## src/rtl/vga_color_dither_stage.sv

```systemverilog
// vga_color_dither_stage: 2-stage VGA colour reduction, syncs aligned to pixels.
// Define COLOR_DITHER_TEST_PATTERN_EN to add test_en and an 8-bar colour pattern.
module vga_dither_chan #(
  parameter int W     = 5,
  parameter int OUT_W = 2
) (
  input  logic [W-1:0]     c,
  input  logic [3:0]       bay,
  input  logic [1:0]       mode,
  output logic [OUT_W-1:0] o
);
  if (W <= OUT_W) begin : g_wide
    logic unused_ok;
    assign unused_ok = ^{bay, mode};
    assign o = OUT_W'(c) << (OUT_W - W);
  end else begin : g_narrow
    localparam int D = W - OUT_W;
    logic [W:0]       t;
    logic [W:0]       sum;
    logic [OUT_W:0]   q;
    logic [OUT_W-1:0] trunc;
    logic [OUT_W-1:0] legacy;
    logic [OUT_W-1:0] dith;

    if (D >= 4) begin : g_tshl
      assign t = (W+1)'(bay) << (D - 4);
    end else begin : g_tshr
      logic [3:0] bs;
      assign bs = bay >> (4 - D);
      assign t  = (W+1)'(bs);
    end

    assign sum   = {1'b0, c} + t;
    assign q     = sum[W:D];
    assign dith  = q[OUT_W] ? '1 : q[OUT_W-1:0];
    assign trunc = c[W-1 -: OUT_W];

    if (OUT_W == 1) begin : g_l1
      assign legacy = |c;
    end else begin : g_ln
      assign legacy = {c[W-1 -: OUT_W-1], |c[D:0]};
    end

    always_comb begin
      case (mode)
        2'd0:    o = trunc;
        2'd1:    o = legacy;
        default: o = dith;
      endcase
    end
  end
endmodule

module vga_color_dither_stage #(
  parameter int R_W         = 5,
  parameter int G_W         = 6,
  parameter int B_W         = 5,
  parameter int OUT_W       = 2,
  parameter bit SYNC_ACTIVE = 1'b0
) (
  input  logic             clock,
  input  logic             reset_n,
  input  logic [1:0]       mode,
  input  logic             display_on,
  input  logic             hsync_in,
  input  logic             vsync_in,
  input  logic [1:0]       x,
  input  logic [1:0]       y,
  input  logic [R_W-1:0]   red,
  input  logic [G_W-1:0]   green,
  input  logic [B_W-1:0]   blue,
`ifdef COLOR_DITHER_TEST_PATTERN_EN
  input  logic             test_en,
`endif
  output logic [OUT_W-1:0] vga_red,
  output logic [OUT_W-1:0] vga_green,
  output logic [OUT_W-1:0] vga_blue,
  output logic             vga_hsync,
  output logic             vga_vsync,
  output logic [1:0]       frame_cnt
);
  localparam logic SA = SYNC_ACTIVE;

  logic [1:0]     act_mode;
  logic           vs_prev;
  logic           frame_edge;
  logic [1:0]     xi, yi;
  logic [3:0]     bay;
  logic [R_W-1:0] r_in, r1;
  logic [G_W-1:0] g_in, g1;
  logic [B_W-1:0] b_in, b1;
  logic [3:0]     bay1;
  logic [1:0]     m1;
  logic           d1, hs1, vs1;
  logic [OUT_W-1:0] ro, go, bo;

  assign frame_edge = (vsync_in == SA) && (vs_prev != SA);

  always_ff @(posedge clock or negedge reset_n) begin
    if (!reset_n) begin
      vs_prev   <= ~SA;
      frame_cnt <= 2'd0;
      act_mode  <= 2'd1;
    end else begin
      vs_prev <= vsync_in;
      if (frame_edge) begin
        frame_cnt <= frame_cnt + 2'd1;
        act_mode  <= mode;
      end
    end
  end

  // Temporal mode rotates the Bayer index by the frame count.
  always_comb begin
    xi = x;
    yi = y;
    if (act_mode == 2'd3) begin
      xi = x + {frame_cnt[0], 1'b0};
      yi = y + {frame_cnt[1], 1'b0};
    end
  end

  always_comb begin
    bay = 4'd0;
    case ({yi, xi})
      4'h0: bay = 4'd0;
      4'h1: bay = 4'd8;
      4'h2: bay = 4'd2;
      4'h3: bay = 4'd10;
      4'h4: bay = 4'd12;
      4'h5: bay = 4'd4;
      4'h6: bay = 4'd14;
      4'h7: bay = 4'd6;
      4'h8: bay = 4'd3;
      4'h9: bay = 4'd11;
      4'ha: bay = 4'd1;
      4'hb: bay = 4'd9;
      4'hc: bay = 4'd15;
      4'hd: bay = 4'd7;
      4'he: bay = 4'd13;
      4'hf: bay = 4'd5;
      default: bay = 4'd0;
    endcase
  end

`ifdef COLOR_DITHER_TEST_PATTERN_EN
  logic [1:0] pix_cnt;
  logic [2:0] bar;

  always_ff @(posedge clock or negedge reset_n) begin
    if (!reset_n) begin
      pix_cnt <= 2'd0;
      bar     <= 3'd0;
    end else if (hsync_in == SA) begin
      pix_cnt <= 2'd0;
      bar     <= 3'd0;
    end else if (display_on) begin
      pix_cnt <= pix_cnt + 2'd1;
      if (pix_cnt == 2'd3) bar <= bar + 3'd1;
    end
  end

  always_comb begin
    r_in = red;
    g_in = green;
    b_in = blue;
    if (test_en) begin
      r_in = {R_W{bar[2]}};
      g_in = {G_W{bar[1]}};
      b_in = {B_W{bar[0]}};
    end
  end
`else
  assign r_in = red;
  assign g_in = green;
  assign b_in = blue;
`endif

  always_ff @(posedge clock or negedge reset_n) begin
    if (!reset_n) begin
      r1   <= '0;
      g1   <= '0;
      b1   <= '0;
      bay1 <= 4'd0;
      m1   <= 2'd1;
      d1   <= 1'b0;
      hs1  <= ~SA;
      vs1  <= ~SA;
    end else begin
      r1   <= r_in;
      g1   <= g_in;
      b1   <= b_in;
      bay1 <= bay;
      m1   <= act_mode;
      d1   <= display_on;
      hs1  <= hsync_in;
      vs1  <= vsync_in;
    end
  end

  vga_dither_chan #(.W(R_W), .OUT_W(OUT_W)) u_r (
    .c(r1), .bay(bay1), .mode(m1), .o(ro)
  );
  vga_dither_chan #(.W(G_W), .OUT_W(OUT_W)) u_g (
    .c(g1), .bay(bay1), .mode(m1), .o(go)
  );
  vga_dither_chan #(.W(B_W), .OUT_W(OUT_W)) u_b (
    .c(b1), .bay(bay1), .mode(m1), .o(bo)
  );

  always_ff @(posedge clock or negedge reset_n) begin
    if (!reset_n) begin
      vga_red   <= '0;
      vga_green <= '0;
      vga_blue  <= '0;
      vga_hsync <= ~SA;
      vga_vsync <= ~SA;
    end else begin
      vga_red   <= d1 ? ro : '0;
      vga_green <= d1 ? go : '0;
      vga_blue  <= d1 ? bo : '0;
      vga_hsync <= hs1;
      vga_vsync <= vs1;
    end
  end
endmodule
```

## config.mk

```make
export PLATFORM = sky130hd
export DESIGN_NAME = vga_color_dither_stage
export DESIGN_NICKNAME = d
export VERILOG_FILES = /design/src/rtl/vga_color_dither_stage.sv
export SDC_FILE = /design/constraint.sdc
export NUM_CORES = 1
export LEC_CHECK = 0
export BUFFER_PORTS_ARGS = -buffer_cell sky130_fd_sc_hd__buf_2
export CORE_MARGIN = 2
export CORE_UTILIZATION = 45
export CTS_BUF_LIST = sky130_fd_sc_hd__clkbuf_2 sky130_fd_sc_hd__clkbuf_4 sky130_fd_sc_hd__clkbuf_8
export DETAILED_ROUTE_END_ITERATION = 10
export PLACE_DENSITY = 0.7
export SYNTH_ARGS = -nofsm -noshare
export SYNTH_HDL_FRONTEND = slang
export SYNTH_SLANG_ARGS = --single-unit
```

## constraint.sdc

```tcl
create_clock -name clock -period 3.75 [get_ports clock]
set_input_delay 0.75 -clock clock [delete_from_list [all_inputs] [get_ports clock]]
set_output_delay 0.75 -clock clock [all_outputs]
set_load 0.1 [all_outputs]
```

# Word-level counts from Yosys, hierarchy flattened
# Memories as Yosys holds them, arrays and structs flattened. A register that Yosys moved wholly into a read port is not among the register bits.
# Cells that the tools add are included.
# totals
ff_bits	33
rom_bits	64
out_inout_bits	10
memories	1
# memory_table
name	depth	width	rd	rd_clocked_by_memory_dff	wr	line	text
(no name shown)	16	4	1	1	0	125	case ({yi, xi})
# op_classes
n_addsub	6
n_eq_ne	2
n_mux	11
bitwise_logic	1
reduce_logical	6
# ops
operator	count
$mux W2	8
$add A5 B3 Y6	2
$pmux W2 S2	3
$reduce_or A4 Y1	2
$add A6 B4 Y7	1
$reduce_or A5 Y1	1
$add A2 B2 Y2	2
$add A2 B1 Y2 const B	1
$eq A2 B1 Y1 const B	1
$eq A2 B2 Y1 const B	1
$logic_not A2 Y1	1
$logic_and A1 B1 Y1	1
$logic_not A1 Y1	1
$not A1 Y1	1

# Depth between registers and ports, before layout
# depth
word_depth	4
ltp_mapped	4
depth_no_buf	4

# Modules after synthesis
# A second synthesis with hierarchy kept.
# hier_totals
hier_cells	93
hier_area_um2	1372.6
# modules_own_cells
module	n_inst	cells_per_inst	area_per_inst_um2	seq_area_each_um2
vga_color_dither_stage	1	56	1077.3	933.4
vga_dither_chan at u_b ...	2	11	92.6	0.0
vga_dither_chan at u_g	1	15	110.1	0.0

# Worst setup path after synthesis
# OpenSTA, ideal clock, no wires.
# synth_path
path_kind	reg-to-output
from	register frame_cnt[0]
to	output frame_cnt[0]
arrival_ns	0.939
required_time_ns	3.000
slack_ns	2.061
path_stages_with_launch	1
path_buffers	0
cell_sequence	dfrtp_1
# synth_lines
item	line	text
from (decl)	80	output logic [1:0] frame_cnt
from (signal assigned)	107	frame_cnt <= frame_cnt + 2'd1;
# No word-level cell between the ends.

# Final worst setup path
# layout_path
from	register vga_vsync
to	output vga_vsync
# layout_lines
item	line	text
from (decl)	79	output logic vga_vsync,
from (signal assigned)	217	vga_vsync <= ~SA;
from (signal assigned)	223	vga_vsync <= vs1;
# No word-level cell between the ends.

==> impl_metrics.csv <==
group,metric,value,unit
sta,hold_viol,0,
clock_tree,clk_latency,0.34,ns
synthesis,syn_inst,91,
critical_path,critPathMaxFanout,1,
final_layout,fillers,243,
floorplanning,start_util,47.9,%
clock_tree,cts_tree,"yes",
route,initialDrtViolationCount,18,
power,p_per_area,581,nW/um^2
clock_tree,h-tree-depth,2,
synthesis,yosys.area_share.simple,5.12,%
critical_path,crit_path_max_incr_delay,0.54,ns
route,drc,3,
synthesis,synth-compound-area-share,11.7,%
synthesis,muxShareOfSynthArea,1.67,%
critical_path,worstPathArrival,1.29,ns
critical_path,timing.critical_path.buf_inv,1,
final_layout,area_growth,20.7,%
critical_path,cp-end-kind,"primary output",
clock_tree,cts_resized,0,
floorplanning,die_w,58.7,um
synthesis,synth_top_family_by_area,"compound AO/OA/AOI/OAI gates",
synthesis,synth.ff_latch_count,37,
sta,period_share,54.4,%
status,violations,"design-rule violations",
route,viasPerCell,5.21,
synthesis,synth_area,1350,um^2
floorplanning,die_area,3440,um^2
global_route,grt_max_degree,38,
place,place.gp.congestion,0.745,
clock_tree,path_clk_slew,0.11,ns
sta,skew,0.00792,ns
status,status,"complete, but fails checks",
sta,holdWs,0.364,ns
synthesis,synthAdderAreaFrac,6.51,%
place,portBuffers,36,
synthesis,synth_nets,125,
critical_path,crit_chain,"buf_2",
synthesis,synth.avg_cell_area,14.8,um^2
route,ant_nets,0,
global_route,grt_pass1_wl,3.70,mm
floorplanning,die_h,58.7,um
floorplanning,core,2810,um^2
floorplanning,num_io_pins,37,
synthesis,yosysSeqAreaShare,69.4,%
final_layout,drive_gt1_share,39.3,%
clock_tree,cts.hold.buffers_added,0,
final_layout,antenna_cells,0,
critical_path,critPathSlowestCell,"dfstp_2",
global_route,grt-ovfl-total,0,
synthesis,synth_xor_area_share,3.91,%
final_layout,multi_input_area,389,um^2
sta,worstMarginPinSlew,0.739,ns
route,first_pass_iters,7,
global_route,grt_pass1_vias,885,
final_layout,regArea,933,um^2
critical_path,crit_family,"flip-flops",
clock_tree,cts_root_buf,"clkbuf_4",
hold_path,hp-class,"reg -> reg",
sta,setup_violations,0,
route,wirelength,2.27,mm
clock_tree,cts_setup_buffers,0,
synthesis,ys_warn_count,0,
place,hpwlAfterDp,1.72,mm
critical_path,startpoint_type,"flop",
sta,fin_crit,2.04,ns
sta,setup_tns,0,ns
final_layout,nets,168,
job,drv_cap,0,
sta,rsz0062_at_grt,"no",
sta,drv_slew,0,
route,drt-wirelength-per-cell,13.7,um
floorplanning,row_count,19,
sta,timing.slew.headroom,50.8,%
power,leakagePower,0.771,nW
clock_tree,clock_path_buffers,2,
power,ir_drop,0.411,mV
sta,fmaxAchievable,490,MHz
route,vias,865,
synthesis,yosysUniqueCellTypes,28,
global_route,track_usage,15.4,%
clock_tree,numCtsBuffers,5,
global_route,antenna_found_initial,0,
critical_path,crit_required,3.00,ns
clock_tree,cts.sinks,37,
critical_path,crit_type,"reg -> out",
## power by group
group,internal (mW),switching [mW],leakage [nW]
logic,0.0622,0.195,0.312
clock network,0.0804,0.127,0.0279
registers,0.448,0.0325,0.431
total,0.590,0.354,0.771
## registers in the layout, summed over array words and instances (netlist names)
| signal | cells |
|---|---|
| frame_cnt | 2 |
| act_mode | 2 |
| vga_red | 2 |
| hs1 | 1 |
| vs1 | 1 |
| bay1 | 4 |
| vga_green | 2 |
| vga_blue | 2 |
| g1 | 6 |
| vga_vsync | 1 |
| vga_hsync | 1 |
| r1 | 5 |
| b1 | 5 |
| d1 | 1 |
| m1 | 2 |
## final timing paths
kind | startpoint | slack (ns) | endpoint | cells after the start
hold reg to reg | hs1$_DFF_PN1_ | 0.36 | vga_hsync$_DFF_PN1_ | 0
min in group asynchronous | reset_n | 0.46 | vga_green[1]$_DFF_PN0_ | 1
setup / recovery | vga_vsync$_DFF_PN1_ | 1.71 | vga_vsync | 1
hold / removal | hs1$_DFF_PN1_ | 0.36 | vga_hsync$_DFF_PN1_ | 0
max in group asynchronous | reset_n | 2.82 | act_mode[1]$_DFFE_PN0P_ | 1
setup reg to reg | bay1[3]$_DFF_PN0_ | 2.23 | vga_red[0]$_DFF_PN0_ | 4
## cells in the mapped netlist (all sizes together)
| library cell | count | area share, % |
|---|---|---|
| nand3 | 3 | 1.1 |
| nor2b | 1 | 0.47 |
| nor2 | 1 | 0.28 |
| xnor2 | 3 | 2.0 |
| mux2 | 2 | 1.7 |
| o21a | 3 | 1.7 |
| a211oi | 2 | 1.1 |
| nand4 | 2 | 0.93 |
| ha | 7 | 6.5 |
| nand3b | 1 | 0.56 |
| a31o | 1 | 0.65 |
| dfrtp | 31 | 58 |
| a2111oi | 3 | 2.0 |
| a21oi | 2 | 0.74 |
| a31oi | 1 | 0.47 |
| xor2 | 3 | 2.0 |
| o311ai | 1 | 0.65 |
| inv | 6 | 1.7 |
| nor3 | 2 | 0.74 |
| a211o | 1 | 0.65 |
| o41ai | 1 | 0.65 |
| or3 | 1 | 0.47 |
| dfstp | 6 | 12 |
| a221oi | 1 | 0.65 |
| a311oi | 2 | 1.3 |
| nand2 | 2 | 0.56 |
| a21o | 2 | 1.1 |
## per-stage QoR
| stage | setup slack (ns) | total power [mW] | area, um^2 | util, % | std cells |
|---|---|---|---|---|---|
| 2_1_floorplan | 2.06 | 0.684 | 1350 | - | 91 |
| 3_3_place_gp | 2.09 | 0.738 | 1560 | 55.8 | 158 |
| 3_5_place_dp | 2.08 | 0.747 | 1560 | 55.8 | 158 |
| 4_1_cts | 1.69 | 0.957 | 1620 | 57.9 | 166 |
| 5_1_grt | 1.66 | 0.997 | 1620 | 57.9 | 166 |
| 6_report | 1.71 | 0.944 | 1620 | 57.9 | 166 |
## placed cells by master (no fill, tap or decap), drive strengths merged, types with 2 or more instances in the layout
master,instances
ha,7
nand2,2
mux2,2
xnor2,3
a311oi,2
dfstp,6
a2111oi,3
clkbuf,6
nand3,3
nor3,2
clkinvlp,2
inv,6
a211oi,2
a21o,2
o21a,3
buf,36
xor2,3
nand4,2
a21oi,2
dfrtp,31
## cells by family after synthesis
family,Yosys count
adders and majority gates,7
AOI/OAI and AO/OA,20
DFF,37
buffers and inverters,6
xor gates and xnor gates,6
and+or+nand+nor,13
muxes,2
## layout make-up
type / count / area share, %
clock buffer: 6 / 2.77
clock inverter: 2 / 0.924
inverter: 6 / 1.39
multi-input combinational: 48 / 24.0
sequential: 37 / 57.5
tap: 31 / 2.39
timing repair buffer: 36 / 11.1
## metal layers
metal  vias up  wire length [um]  GRT usage, %
met5         -                 0             0
met3        10               199          6.37
met1       404               841          15.1
li1        419                 -             -
met2        32              1150          26.0
met4         0                82          11.4
No activity file was read; power rests on OpenSTA's default activity.
